<file path="src/rtl/pipe_ctrl.sv">
// pipe_ctrl: pipeline hazard / stall controller for a five-stage in-order core.
// A registered FSM (RUN, MEM_WAIT, HALT) tracks long stalls. All hold, flush
// and jump outputs are decoded combinationally from the current state and the
// hazard inputs, so the pipeline reacts in the same cycle.
// Priority within a cycle: system halt > memory wait > jump > load-use.
module pipe_ctrl #(
  parameter int DATA_W = 32
) (
  input  logic              clk_100MHz,
  input  logic              arst_n,
  input  logic              sys_hold_i,
  input  logic              mem_req_i,
  input  logic              mem_ack_i,
  input  logic              ld_use_i,
  input  logic              jump_req_i,
  input  logic [DATA_W-1:0] jump_addr_i,
  output logic              hold_pc_o,
  output logic              hold_if_id_o,
  output logic              hold_id_ex_o,
  output logic              hold_ex_mem_o,
  output logic              hold_mem_wb_o,
  output logic              flush_if_id_o,
  output logic              flush_id_ex_o,
  output logic              jump_ena_o,
  output logic [DATA_W-1:0] jump_addr_o,
  output logic [1:0]        state_o,
  output logic              bus_err_o,
  output logic [15:0]       stall_cnt_o
);

  localparam int WAIT_W = 8;
  localparam int CNT_W  = 16;

  // The wait counter counts MEM_WAIT cycles starting from 0. The cycle whose
  // increment would bring it to 255 is the timeout cycle; together with the
  // RUN cycle that raised the request, exactly 255 cycles are held.
  localparam logic [WAIT_W-1:0] WAIT_LAST = WAIT_W'(254);

  typedef enum logic [1:0] {
    ST_RUN      = 2'b00,
    ST_MEM_WAIT = 2'b01,
    ST_HALT     = 2'b10
  } state_e;

  state_e              state_q, state_d;
  logic [WAIT_W-1:0]   wait_cnt_q, wait_cnt_d;
  logic                bus_err_q, bus_err_d;
  logic [CNT_W-1:0]    stall_cnt_q, stall_cnt_d;

  // Decode intents, before reset gating
  logic                hold_all;
  logic                ld_stall;
  logic                jump_take;
  logic                run_decode;
  logic                mem_check;
  logic                bus_err_set;

  // Saturating increment for the stall statistics counter
  function automatic logic [CNT_W-1:0] sat_inc(input logic [CNT_W-1:0] v);
    if (v == {CNT_W{1'b1}}) begin
      return v;
    end
    return v + CNT_W'(1);
  endfunction

  // Wrapping increment for the memory wait counter (bounded by the timeout)
  function automatic logic [WAIT_W-1:0] wait_inc(input logic [WAIT_W-1:0] v);
    return v + WAIT_W'(1);
  endfunction

  // Next-state and hazard decode
  always_comb begin
    state_d     = state_q;
    wait_cnt_d  = wait_cnt_q;
    bus_err_set = 1'b0;
    hold_all    = 1'b0;
    ld_stall    = 1'b0;
    jump_take   = 1'b0;
    run_decode  = 1'b0;
    mem_check   = 1'b0;

    case (state_q)
      ST_RUN: begin
        run_decode = 1'b1;
        mem_check  = 1'b1;
      end

      ST_HALT: begin
        if (sys_hold_i) begin
          hold_all = 1'b1;
        end else begin
          // Release cycle behaves exactly like RUN
          run_decode = 1'b1;
          mem_check  = 1'b1;
          state_d    = ST_RUN;
        end
      end

      ST_MEM_WAIT: begin
        if (sys_hold_i) begin
          // Halt requests freeze the pipe but never abandon a memory access
          hold_all = 1'b1;
        end else if (mem_ack_i) begin
          // Access completes: release and honour jump / load-use this cycle
          run_decode = 1'b1;
          state_d    = ST_RUN;
        end else if (wait_cnt_q == WAIT_LAST) begin
          // Memory never answered: flag it and let the pipe run on
          bus_err_set = 1'b1;
          wait_cnt_d  = wait_inc(wait_cnt_q);
          state_d     = ST_RUN;
        end else begin
          hold_all   = 1'b1;
          wait_cnt_d = wait_inc(wait_cnt_q);
        end
      end

      default: begin
        state_d = ST_RUN;
      end
    endcase

    if (run_decode) begin
      if ((state_q == ST_RUN) && sys_hold_i) begin
        hold_all = 1'b1;
        state_d  = ST_HALT;
      end else if (mem_check && mem_req_i && !mem_ack_i) begin
        hold_all   = 1'b1;
        state_d    = ST_MEM_WAIT;
        wait_cnt_d = '0;
      end else if (jump_req_i) begin
        jump_take = 1'b1;
      end else if (ld_use_i) begin
        ld_stall = 1'b1;
      end
    end
  end

  // Outputs are forced inactive while reset is asserted
  assign hold_pc_o     = arst_n & (hold_all | ld_stall);
  assign hold_if_id_o  = arst_n & (hold_all | ld_stall);
  assign hold_id_ex_o  = arst_n & hold_all;
  assign hold_ex_mem_o = arst_n & hold_all;
  assign hold_mem_wb_o = arst_n & hold_all;
  assign flush_if_id_o = arst_n & jump_take;
  assign flush_id_ex_o = arst_n & (jump_take | ld_stall);
  assign jump_ena_o    = arst_n & jump_take;
  assign jump_addr_o   = jump_ena_o ? jump_addr_i : '0;

  assign bus_err_d   = bus_err_q | bus_err_set;
  assign stall_cnt_d = hold_pc_o ? sat_inc(stall_cnt_q) : stall_cnt_q;

  assign state_o     = state_q;
  assign bus_err_o   = bus_err_q;
  assign stall_cnt_o = stall_cnt_q;

  // State, wait counter, sticky error and stall statistics
  always_ff @(posedge clk_100MHz or negedge arst_n) begin
    if (!arst_n) begin
      state_q     <= ST_RUN;
      wait_cnt_q  <= '0;
      bus_err_q   <= 1'b0;
      stall_cnt_q <= '0;
    end else begin
      state_q     <= state_d;
      wait_cnt_q  <= wait_cnt_d;
      bus_err_q   <= bus_err_d;
      stall_cnt_q <= stall_cnt_d;
    end
  end

endmodule
</file>
<file path="config.mk">
export PLATFORM = sky130hd
export DESIGN_NAME = pipe_ctrl
export DESIGN_NICKNAME = d
export VERILOG_FILES = /design/src/rtl/pipe_ctrl.sv
export SDC_FILE = /design/constraint.sdc
export NUM_CORES = 1
export LEC_CHECK = 0
export CAP_MARGIN = 0
export CORE_MARGIN = 2
export CORE_UTILIZATION = 36
export CTS_CLUSTER_DIAMETER = 30
export DETAILED_ROUTE_END_ITERATION = 12
export GPL_TIMING_DRIVEN = 0
export HOLD_SLACK_MARGIN = 0.12
export PLACE_DENSITY = 0.76
export SLEW_MARGIN = 20
export SYNTH_ARGS = -nofsm -noshare
export SYNTH_HDL_FRONTEND = slang
export SYNTH_SLANG_ARGS = --single-unit
</file>
<file path="constraint.sdc">
create_clock -name clk_100MHz -period 2 [get_ports clk_100MHz]
set_clock_uncertainty 0.1 [all_clocks]
set_input_delay 0.2 -clock clk_100MHz [delete_from_list [all_inputs] [get_ports clk_100MHz]]
set_output_delay 0.2 -clock clk_100MHz [all_outputs]
set_load 0.03 [all_outputs]
</file>
### After elaboration in Yosys (flattened, before gate mapping)

Index checks and enable logic that the tools add are counted.

| word-level totals | value |
|---|---|
| flip-flop bits (word level) | 27 |
| bits of input ports | 39 |
| output and inout bits | 59 |
| word-level logic and storage cells | 67 |

| cells by class | value |
|---|---|
| add/sub/neg operators | 2 |
| equality and inequality tests | 5 |
| mux-type cells | 43 |
| bitwise logic cells | 7 |
| reduce and logical (&&, ||, !) cells | 6 |

Operator list:

| operator | number |
|---|---|
| $mux W8 | 6 |
| $mux W32 | 1 |
| $mux W1 | 24 |
| $add A16 B1 Y16 const B | 1 |
| $eq A16 B16 Y1 const B | 1 |
| $mux W16 | 1 |
| $mux W2 | 7 |
| $add A8 B1 Y8 const B | 1 |
| $eq A8 B8 Y1 const B | 1 |
| $pmux W2 S3 | 1 |
| $and A1 B1 Y1 | 4 |
| $pmux W1 S2 | 2 |
| $logic_and A1 B1 Y1 | 3 |
| $or A1 B1 Y1 | 3 |
| $pmux W1 S3 | 1 |
| $eq A2 B1 Y1 const B | 1 |
| $eq A2 B2 Y1 const B | 1 |
| $logic_not A2 Y1 | 1 |
| $ne A2 B2 Y1 const B | 1 |
| $reduce_and A2 Y1 | 1 |
| $logic_not A1 Y1 | 1 |

### Depth between registers and ports, before layout

Gate-level depths: netlist (run 1).

| logic depth | value |
|---|---|
| depth in word-level cells | 11 |
| depth in mapped cells | 9 |

### Worst setup path before layout (run 1)

OpenSTA, ideal clock, no wires.

| timing | value |
|---|---|
| path type | flip-flop to output port |
| start point | reg state_q[0] (netlist: state_o[0]) |
| end point | out flush_id_ex_o |
| arrival | 2149 ps |
| required time | 1700 ps |
| path slack | -449 ps |
| stages on the path, launching flop included | 8 |
| buffers on the path | 0 |
| path through | dfrtp_1 > inv_1 > ha_1 > nor2b_4 > o21ai_2 > and3_2 > and2_1 > nand2b_1 |

| between the ends | value |
|---|---|
| word-level cells in the longest chain between the ends | 9 |
| elaborated cells on any way between the ends | 16 |

RTL lines:

| item | line | text |
|---|---|---|
| from (decl) | 45 | `state_e state_q, state_d;` |
| from (signal assigned) | 165 | `state_q <= state_d;` |
| $eq A2 B2 Y1 or $logic_not A2 Y1 (tied branches) | 82, 124 |  |
| $pmux W1 S2 | 82 | `case (state_q)` |
| $logic_and A1 B1 Y1 (2 in series) | 127 | `end else if (mem_check && mem_req_i && !mem_ack_i) begin` |
| $mux W1 | 127 |  |
| $mux W1 | 124 | `if ((state_q == ST_RUN) && sys_hold_i) begin` |
| $mux W1 | 123 | `if (run_decode) begin` |
| $or A1 B1 Y1 * | 146 | `assign flush_id_ex_o = arst_n & (jump_take \| ld_stall);` |
| $and A1 B1 Y1 * | 146 |  |
| to (decl) | 23 | `output logic flush_id_ex_o,` |

Mark *: on every way between the ends. The rest lies on a longest branch, timed or not.

### Worst setup path in the final report (run 1)

| timing | value |
|---|---|
| start point | reg state_q[0] (netlist: state_o[0]) |
| end point | out hold_id_ex_o |

| between the ends | value |
|---|---|
| word-level cells in the longest chain between the ends | 8 |
| elaborated cells on any way between the ends | 13 |

RTL lines:

| item | line | text |
|---|---|---|
| $eq A2 B2 Y1 or $logic_not A2 Y1 (tied branches) | 82, 124 |  |
| $pmux W1 S2 | 82 |  |
| $logic_and A1 B1 Y1 (2 in series) | 127 |  |
| $mux W1 | 127 |  |
| $mux W1 | 124 |  |
| $mux W1 * | 123 |  |
| $and A1 B1 Y1 * | 142 | `assign hold_id_ex_o = arst_n & hold_all;` |
| to (decl) | 19 | `output logic hold_id_ex_o,` |

Marked as above.

==> results of run 1 <==
-- cells in the final DEF (no fill, tap or decap), drive strengths merged, types with 2 or more instances in the layout --
cell type,synthesis,layout
ha,7,7
clkdlybuf4s50,0,55
nand3,11,11
and4,4,4
nor2,13,13
inv,5,4
nor2b,5,5
clkbuf,7,9
a2111oi,3,3
nand4,6,6
xnor2,2,2
and3,35,36
dlygate4sd3,0,2
o21ai,7,7
nand2,13,13
a211oi,7,7
xor2,13,13
buf,8,72
mux2,6,6
a21oi,7,7
a21o,2,2
dfrtp,27,27
-- power by group through the flow --
stage / Clock [mW] / Combinational, mW / Sequential (mW)
final: 0.318 / 2.36 / 0.806
after global routing: 0.344 / 2.50 / 0.829
after CTS: 0.321 / 2.18 / 0.802
after detailed placement: 0 / 1.74 / 0.812
after global placement: 0 / 1.72 / 0.810
after floorplan: 0 / 1.02 / 0.939
-- logic make-up after synthesis --
group | count (synthesis) | synth area share
and+or+nand+nor | 94 | 0.292
xor gates and xnor gates | 15 | 0.0678
buffers and inverters | 20 | 0.0620
DFF | 27 | 0.349
AOI/OAI and AO/OA | 34 | 0.149
muxes | 6 | 0.0349
adders and majority gates | 7 | 0.0452
-- repair_timing --
| action | 4_1_cts | 5_1_grt |
|---|---|---|
| cloned | 4 | 0 |
| endpoints found under the hold margin | 28 | 27 |
| hold buffers | 1 | 2 |
| resized for setup | 304 | 17 |
| setup buffers | 14 | 3 |
| pin swaps | 46 | 4 |
| endpoints found under the setup margin | 58 | 66 |
-- worst min-delay path by stage --
stage | end | slack (ps) | depth (start not counted)
after floorplan | bus_err_o$_DFF_PN0_ | -200 | 0
after global placement | bus_err_o$_DFF_PN0_ | 340 | 1
after detailed placement | wait_cnt_q[5]$_DFF_PN0_ | 190 | 1
after CTS | stall_cnt_o[10]$_DFFE_PN0P_ | -100 | 1
after global routing | bus_err_o$_DFF_PN0_ | 260 | 3
final | state_o[1]$_DFF_PN0_ | 240 | 4
-- sequential cells by signal, summed over array words and instances, names as in the netlist --
name and count:
wait_cnt_q 8, state_o 2, stall_cnt_o 16, bus_err_o 1
-- Yosys cell counts, drive strengths merged --
| library cell | n |
|---|---|
| and3 | 35 |
| dfrtp | 27 |
| nand2 | 13 |
| nor2 | 13 |
| xor2 | 13 |
| nand3 | 11 |
| buf | 8 |
| a211oi | 7 |
| a21oi | 7 |
| clkbuf | 7 |
| ha | 7 |
| o21ai | 7 |
| mux2 | 6 |
| nand4 | 6 |
| inv | 5 |
| nor2b | 5 |
| and4 | 4 |
| a2111oi | 3 |
| a21o | 2 |
| xnor2 | 2 |
| a211o | 1 |
| a21boi | 1 |
| a221oi | 1 |
| a31oi | 1 |
| a32oi | 1 |
| and2 | 1 |
| and2b | 1 |
| nand2b | 1 |
| nand4b | 1 |
| nor3 | 1 |
| nor3b | 1 |
| o221ai | 1 |
| o22ai | 1 |
| o31a | 1 |
| or3 | 1 |
-- worst register-to-register path: cells and delay by family, from the launching register on --
family	cells	cell delay (ps)
AND/OR/NAND/NOR	1	160
AO/OA/AOI/OAI	3	710
buffers and inverters	3	380
flip-flops	1	470
adder cells (fa/ha/maj)	1	170
multiplexers	1	330
-- per-stage QoR --
| step | hold WS [ps] | instances | worst slack (ps) | setup TNS, ps | util |
|---|---|---|---|---|---|
| floorplan | -196 | 203 | -216 | -4540 | - |
| global placement | 343 | 369 | -1640 | -78020 | 0.629 |
| detailed placement | 186 | 369 | -834 | -35280 | 0.628 |
| CTS | -100 | 392 | -404 | -17620 | 0.696 |
| global route | 264 | 397 | -512 | -25620 | 0.721 |
| finish | 242 | 397 | -449 | -20180 | 0.721 |
-- area by class of cell --
cell class                 instances  area (µm²)  area share
multi-input combinational        157        1480       0.399
timing repair buffer             119        1220       0.330
sequential                        27         679       0.183
buffer                            15         161      0.0436
tap                               70        87.6      0.0236
clock buffer                       4        45.0      0.0122
inverter                           5        27.5     0.00743
-- layer usage --
metal | GRT usage | vias to the layer above | part of all wire
li1 | - | 987 | -
met4 | 0.0518 | 0 | 0.020
met1 | 0.243 | 969 | 0.40
met3 | 0.0523 | 13 | 0.076
met5 | 0 | - | 0
met2 | 0.365 | 92 | 0.50
==> metrics.cfg, run 1 <==
[hold_path]
min_path_type = in -> reg
holdCritStartpoint = sys_hold_i

[worst_setup_path]
crit_buf_inv = 6
worst-setup-path-type = reg -> out
end_kind = output port
crit_family = buffers and inverters
crit_chain = buf_6, ha_4, nor2b_4, o22ai_2, o31a_1, buf_6, buf_12, clkinvlp_4, buf_6, buf_6
r2r-start = state_o[1]$_DFF_PN0_
startpoint = state_o[0]$_DFF_PN0_
path_depth = 10
cpPeakStageDelay_ps = 460
slowest_stage = dfrtp_2
reg2reg_depth = 9
startpoint_type = flop
reg2reg_to = stall_cnt_o[14]$_DFFE_PN0P_
timing.critical_path.to = hold_id_ex_o
rrSetupSlack_ps = -440
crit_top_cell = buf_6
critPathRequiredTime_ps = 1700
critPathMaxFanout = 4
critPathArrivalTime_ps = 2150

[route]
drtAntennaViolNets = 0
drc = 0
vias = 2061
vias_per_cell = 5.19
drt_iter0_drc = 122
wirelength_um = 6200
dr.pass1.iters = 4
wire_per_inst_um = 15.6

[die]
num_rows = 26
dieArea_mm2 = 0.00598
start_util = 0.377
fp.dieW_um = 77.4
die_h_um = 77.4
core_area_mm2 = 0.00514
io_pins = 98

[sta]
tightest_slew_ps = 412
layout_setup_ws_ps = -449
drv_slew = 0
final-setup-viol-count = 64
rsz0062_at_grt = yes
clock.fmax_ghz = 0.408
post-route-period-util = 1.22
min_period_ps = 2450
slew_headroom = 0.725
hold_viol_final = 0

[grt]
antenna_found_initial = 0
grt_pass1_wl_um = 10100
overflow = 0
grt_pass1_vias = 2165
grtUsageTotal = 0.204
grt_max_degree = 33

[clock_network]
clock_sinks = 27
h-tree-depth = 1
cts_made_buffers = 3
clk_latency_ps = 270
cts_root_buf = clkbuf_8
path_clk_slew_ps = 90
cts_tree = built
clk_path_buf_depth = 2

[power]
combPwrFrac = 0.677
finalPower_mw = 3.48
p_per_area_mw_per_mm2 = 941
p_seq_frac = 0.231
swShare = 0.426
pwr-share-clk = 0.091
internal_power_mw = 2.00
max-vdd-ir-drop_mv = 0.425
p_switching_mw = 1.48
p_leak_nw = 1.55

[placement]
dpl-instance-area_mm2 = 0.00323
gp_congestion = 0.855
hpwl_um = 4090
port_buffers = 96

[outcome]
violations = negative setup slack
status = finished, violations left

[yosys]
yosys_warnings = 0
seq_area_frac_synth = 0.349
synth.top_cell.area_share = 0.349
yosys-top-cells-area = dfrtp_1, and3_1, xor2_1, ha_1, a211oi_2
synth_nets = 249
syn-instance-count = 203
ys_ff_latch = 27
synth_top_cell_by_area = dfrtp_1
synth_cell_types = 45
synth.avg_cell_area_um2 = 9.54
syn_area_mm2 = 0.00194

[cells_and_area]
layout-drive-gt1-share = 0.474
postLayoutCellArea_mm2 = 0.00370
final_nets = 374
area_delta_synth_final_pct = 91.2
n_antenna_cell = 0
nFillCells = 389

[flow_run]
max_cap_viol_count = 0

No activity file was read; power rests on OpenSTA's default activity.
==> run 2, diff against run 1 <==
--- a/config.mk
+++ b/config.mk
@@ -7,12 +7,13 @@
 export LEC_CHECK = 0
 export CAP_MARGIN = 0
 export CORE_MARGIN = 2
-export CORE_UTILIZATION = 36
+export CORE_UTILIZATION = 45
 export CTS_CLUSTER_DIAMETER = 30
 export DETAILED_ROUTE_END_ITERATION = 12
+export DONT_BUFFER_PORTS = 1
 export GPL_TIMING_DRIVEN = 0
 export HOLD_SLACK_MARGIN = 0.12
-export PLACE_DENSITY = 0.76
+export RECOVER_POWER = 25
 export SLEW_MARGIN = 20
 export SYNTH_ARGS = -nofsm -noshare
 export SYNTH_HDL_FRONTEND = slang
==> run 2 against run 1 <==
  * The run still ends with negative setup slack left
  * Non-clock buffer count shrank 96
  * Largest power group unchanged
  * Combinational power fell by 34%
  * Critical path depth fell by 1
  * Largest cell class unchanged
==> metrics.cfg, run 2 (synthesis gave the netlist of run 1 again) <==
[worst_setup_path]
reg2reg_depth = 9  ; unchanged
r2r-start = state_o[1]$_DFF_PN0_  ; unchanged
critPathMaxFanout = 8  ; was 4
startpoint_type = flop  ; unchanged
end_kind = flop  ; was output port
startpoint = state_o[1]$_DFF_PN0_  ; was state_o[0]$_DFF_PN0_
worst-setup-path-type = reg -> reg  ; was reg -> out
critPathRequiredTime_ps = 2060  ; was 1700 ps
critPathArrivalTime_ps = 2560  ; was 2150 ps

[clock_network]
h-tree-depth = 1  ; unchanged
cts_root_buf = clkbuf_8  ; unchanged
path_clk_slew_ps = 90  ; about the same
clk_latency_ps = 270  ; about the same
cts_tree = built  ; unchanged
clock_sinks = 27  ; unchanged
cts_made_buffers = 3  ; unchanged
clk_path_buf_depth = 2  ; unchanged

[cells_and_area]
mostFrequentLayoutCells = and3_4, dfrtp_1, buf_6  ; was clkdlybuf4s50_1, buf_6, and3_4
largest_reg_flops = 16  ; unchanged
final_nets = 277  ; was 374
layout-drive-gt1-share = 0.496  ; was 0.474
utilization = 0.669  ; was 0.721
area_delta_synth_final_pct = 40.2  ; was 91.2%
final_common_cell = and3_4  ; was clkdlybuf4s50_1
n_antenna_cell = 0  ; unchanged

[die]
core_area_mm2 = 0.00406  ; was 0.00514 mm²
fp.dieW_um = 69.6  ; was 77.4 µm
dieArea_mm2 = 0.00484  ; was 0.00598 mm²
io_pins = 98  ; unchanged
start_util = 0.477  ; was 0.377
num_rows = 23  ; was 26
die_h_um = 69.6  ; was 77.4 µm

[sta]
tightest_slew_ps = 1240  ; was 412 ps
fin_hold_ws_ps = 238  ; was 242 ps
slew_headroom = 0.175  ; was 0.725
rsz0062_at_grt = yes  ; unchanged
final-setup-viol-count = 58  ; was 64
min_period_ps = 2500  ; was 2450 ps
post-route-period-util = 1.25  ; was 1.22
clock.fmax_ghz = 0.400  ; was 0.408 GHz
layout_setup_ws_ps = -502  ; was -449 ps
hold_viol_final = 0  ; unchanged
drv_slew = 0  ; unchanged

[power]
p_leak_nw = 1.10  ; was 1.55 nW
max-vdd-ir-drop_mv = 0.589  ; was 0.425 mV
p_per_area_mw_per_mm2 = 1050  ; was 941 mW/mm²

[grt]
grt_max_degree = 28  ; was 33
grt_pass1_wl_um = 7780  ; was 10100 µm
grt_pass1_vias = 1580  ; was 2165
overflow = 0  ; unchanged
antenna_found_initial = 0  ; unchanged
grtUsageTotal = 0.194  ; was 0.204

[route]
wire_per_inst_um = 19.0  ; was 15.6 µm
dr.pass1.iters = 4  ; unchanged
drt_iter0_drc = 94  ; was 122
drc = 0  ; unchanged
vias_per_cell = 6.00  ; was 5.19
wirelength_um = 5320  ; was 6200 µm
vias = 1681  ; was 2061
drtAntennaViolNets = 0  ; unchanged

[outcome]
violations = negative setup slack  ; unchanged
status = finished, violations left  ; unchanged

[placement]
pre_cts_ws_ps = -400  ; was -834 ps
hpwl_um = 3570  ; was 4090 µm
port_buffers = 0  ; was 96
gp_congestion = 0.723  ; was 0.855

[hold_path]
holdCritStartpoint = sys_hold_i  ; unchanged
hold_depth = 4  ; unchanged
min_path_type = in -> reg  ; unchanged

[flow_run]
max_cap_viol_count = 0  ; unchanged

[run 2: changes by cell type in the layout (fill, tap and decap cells not counted), sizes merged]
| cell | before | now |
|---|---|---|
| and3 | 36 | 35 |
| clkbuf | 9 | 7 |
| buf | 72 | 31 |
| dlygate4sd3 | 2 | 3 |
| dlymetal6s2s | 0 | 1 |
| clkdlybuf4s50 | 55 | 0 |
[run 2: timing repair]
action                                 CTS  global route
gates cloned                             0             2
hold buffers                             4             0
endpoints found under the hold margin   31             0
setup buffers                            8            11
gates resized for setup                 19            32
pin swaps                               11            47
setup endpoints to repair               64            64
[run 2: layer usage]
layer	track usage	wire, µm	vias to the layer above
met5	0	0	-
met4	0.0349	15	0
met3	0.0451	352	2
met2	0.349	2770	70
met1	0.238	2190	821
li1	-	-	788
[run 2: worst paths after layout]
kind	endpoint	slack [ps]
worst min register to register	wait_cnt_q[7]$_DFF_PN0_	480
worst min-delay path	state_o[1]$_DFF_PN0_	240
max in group asynchronous	state_o[0]$_DFF_PN0_	350
worst max-delay path	stall_cnt_o[14]$_DFFE_PN0P_	-500
worst max register to register	stall_cnt_o[14]$_DFFE_PN0P_	-500
min in group asynchronous	stall_cnt_o[10]$_DFFE_PN0P_	630
[run 2: area by class of cell]
type | count | area (µm²)
repair buffers | 24 | 240
fillers | 316 | 1340
inverters | 5 | 27.5
flip-flops and latches | 27 | 681
clock buffers | 4 | 45.0
plain buffers | 14 | 153
multi-input cells | 156 | 1510
well taps | 50 | 62.6
[run 2: critical path: stages (launching register included)]
cell and delay, ps:
dfrtp_2 540, inv_4 120, ha_4 150, nor2b_4 170, o22ai_4 70, o31a_1 260
buf_6 130, buf_6 150, a2111oi_4 350, mux2_1 350
[run 2: per-stage QoR]
step	setup TNS, ps	power [mW]	std cells	instance area (µm²)
floorplan	-4540	1.96	203	2180
global placement	-11790	2.09	253	2250
detailed placement	-13270	2.13	253	2250
CTS	-23570	2.61	269	2510
global route	-28320	3.02	280	2720
finish	-21710	2.86	280	2720
[run 2: power by group]
group,total [mW],switching (mW),internal (mW)
Sequential,0.985,0.334,0.651
Clock,0.314,0.171,0.143
Combinational,1.56,0.836,0.724
Total,2.86,1.34,1.52
==> run 3, diff against run 2 <==
==> constraint.sdc (replaced) <==
create_clock -name clk_100MHz -period 2.4 [get_ports clk_100MHz]
set_clock_uncertainty 0.1 [all_clocks]
set_input_delay 0.24 -clock clk_100MHz [delete_from_list [all_inputs] [get_ports clk_100MHz]]
set_output_delay 0.24 -clock clk_100MHz [all_outputs]
set_load 0.03 [all_outputs]
==> run 3 against run 2 <==
  * The flow still finishes with violations (negative setup slack)
  * Critical path type is now reg -> out
  * Routed wire length is 2.3% lower
  * First-iteration DRC count is 12% lower
  * Sequential share of layout area is 1.6 points higher
  * Combinational power is 20% lower
  * Utilization is 3.9 points lower
  * Sequential cell count stayed put
  * Clock-buffer cell count is 1 lower
  * Critical path depth stayed put
==> metrics.cfg, run 3 (synthesis gave the netlist of run 1 again) <==
[clock_network]
path_clk_slew_ps = 90  ; about the same
clk_path_buf_depth = 2  ; unchanged
cts_root_buf = clkbuf_8  ; unchanged
clk_latency_ps = 280  ; was 270 ps
h-tree-depth = 1  ; unchanged
cts_tree = built  ; unchanged
clock_sinks = 27  ; unchanged
cts_made_buffers = 3  ; unchanged

[worst_setup_path]
reg2reg_depth = 9  ; unchanged
startpoint = state_o[0]$_DFF_PN0_  ; was state_o[1]$_DFF_PN0_
rrSetupSlack_ps = -80  ; was -500 ps
critPathRequiredTime_ps = 2060  ; about the same
critPathArrivalTime_ps = 2190  ; was 2560 ps
critPathMaxFanout = 5  ; was 8
r2r-start = state_o[1]$_DFF_PN0_  ; unchanged
crit_buf_inv = 5  ; was 3
crit_chain = inv_4, ha_4, nor2b_4, o221ai_2, o31a_1, buf_6, buf_12, clkinvlp_4, buf_6  ; was inv_4, ha_4, nor2b_4, o22ai_4, o31a_1, buf_6, buf_6, a2111oi_4, mux2_1
crit_top_cell = buf_6  ; unchanged
worst-setup-path-type = reg -> out  ; was reg -> reg
cpPeakStageDelay_ps = 550  ; was 540 ps
startpoint_type = flop  ; unchanged
reg2reg_to = stall_cnt_o[14]$_DFFE_PN0P_  ; unchanged
crit_family = buffers and inverters  ; was compound AO/OA/AOI/OAI gates
slowest_stage = dfrtp_2  ; unchanged
end_kind = output port  ; was flop

[power]
finalPower_mw = 2.33  ; was 2.86 mW
max-vdd-ir-drop_mv = 0.507  ; was 0.589 mV
p_leak_nw = 1.05  ; was 1.10 nW
p_per_area_mw_per_mm2 = 912  ; was 1050 mW/mm²

[die]
fp.dieW_um = 69.6  ; unchanged
core_area_mm2 = 0.00406  ; unchanged
io_pins = 98  ; unchanged
dieArea_mm2 = 0.00484  ; unchanged
start_util = 0.477  ; unchanged
num_rows = 23  ; unchanged
die_h_um = 69.6  ; unchanged

[placement]
hpwl_um = 3350  ; was 3570 µm
dp.cells = 253  ; unchanged
gp_congestion = 0.785  ; was 0.723
port_buffers = 0  ; unchanged

[cells_and_area]
area_delta_synth_final_pct = 31.9  ; was 40.2%
mostFrequentLayoutCells = and3_4, dfrtp_1, xor2_1  ; was and3_4, dfrtp_1, buf_6
layout-drive-gt1-share = 0.451  ; was 0.496
final_common_cell = and3_4  ; unchanged
n_antenna_cell = 0  ; unchanged
largest_reg_flops = 16  ; unchanged
final_nets = 271  ; was 277
utilization = 0.630  ; was 0.669
stdcell_count = 274  ; was 280

[grt]
antenna_found_initial = 0  ; unchanged
overflow = 0  ; unchanged
grt_pass1_wl_um = 7970  ; was 7780 µm
grtUsageTotal = 0.201  ; was 0.194
grt_max_degree = 28  ; unchanged
grt_pass1_vias = 1573  ; was 1580

[route]
drt_iter0_drc = 83  ; was 94
wire_per_inst_um = 19.0  ; about the same
dr.pass1.iters = 6  ; was 4
drtAntennaViolNets = 0  ; unchanged
wirelength_um = 5200  ; was 5320 µm
vias = 1648  ; was 1681
vias_per_cell = 6.01  ; was 6.00
drc = 0  ; unchanged

[sta]
layout_setup_ws_ps = -133  ; was -502 ps
drv_slew = 0  ; unchanged
hold_viol_final = 0  ; unchanged
post-route-period-util = 1.06
slew_headroom = 0.00674  ; was 0.175
tightest_slew_ps = 1490  ; was 1240 ps
fin_hold_ws_ps = 277  ; was 238 ps
final-setup-viol-count = 36  ; was 58
min_period_ps = 2530
clock.fmax_ghz = 0.395
rsz0062_at_grt = yes  ; unchanged

[outcome]
violations = negative setup slack  ; unchanged
status = finished, violations left  ; unchanged

[flow_run]
max_cap_viol_count = 0  ; unchanged

[hold_path]
hold_depth = 4  ; unchanged
whs_endpoint = state_o[0]$_DFF_PN0_  ; was state_o[1]$_DFF_PN0_
holdCritStartpoint = mem_ack_i  ; was sys_hold_i
min_path_type = in -> reg  ; unchanged

## run 3: cell types whose count changed in the layout (fill, tap and decap cells not counted), moves of 3 or more
cell	change
a21oi_1	+4
a21oi_2	-4
buf_12	-3
buf_4	-5
buf_6	-7
buf_8	+5
mux2_2	+5
mux2_4	-4
## run 3: what timing repair did
item	4_1_cts	5_1_grt
endpoints found under the setup margin	50	45
hold endpoints to repair	29	0
hold buffers	4	0
gates cloned	4	0
pin swaps	40	8
gates resized for setup	99	19
buffers inserted	8	1
## run 3: report_power, final
group / total (mW) / internal, mW / leakage [nW] / switching (mW)
sequential: 0.817 / 0.543 / 0.353 / 0.274
clock: 0.266 / 0.117 / 0.0255 / 0.149
combinational: 1.25 / 0.582 / 0.672 / 0.665
## run 3: how the worst max path moves through the flow
stage	end	cells past startpoint
after global routing	hold_id_ex_o	9
after floorplan	hold_id_ex_o	9
after CTS	hold_id_ex_o	9
after detailed placement	flush_id_ex_o	6
after global placement	flush_id_ex_o	6
final	hold_id_ex_o	9
## run 3: layout make-up
class / instances / area, µm²
flip-flops and latches: 27 / 681
clock buffers: 3 / 41.3
repair buffers: 16 / 154
plain buffers: 15 / 160
clock inverters: 1 / 5.00
inverters: 5 / 27.5
multi-input cells: 157 / 1420
well taps: 50 / 62.6
fillers: 327 / 1500
## run 3: layer usage
layer | global-route usage | wire [µm]
met5 | 0 | 0
met4 | 0.0654 | 101
met2 | 0.338 | 2710
met1 | 0.248 | 2110
met3 | 0.0552 | 272
## run 3: worst reg2reg max path: stages (launching register included)
cell and delay (ps):
dfrtp_2 540, inv_4 130, ha_4 150, nor2b_4 140, o22ai_2 70, o31a_1 260, buf_6 130, buf_4 180
a2111oi_4 340, mux2_4 340
## run 3: stage by stage
| step | TNS (ps) | instance area, µm² | setup slack, ps |
|---|---|---|---|
| finish | -2230 | 2550 | -133 |
| global route | -5380 | 2550 | -213 |
| CTS | -1910 | 2500 | -126 |
| detailed placement | -6360 | 2010 | -210 |
| global placement | -3410 | 2010 | -158 |
| floorplan | 0 | 1940 | 1.72 |
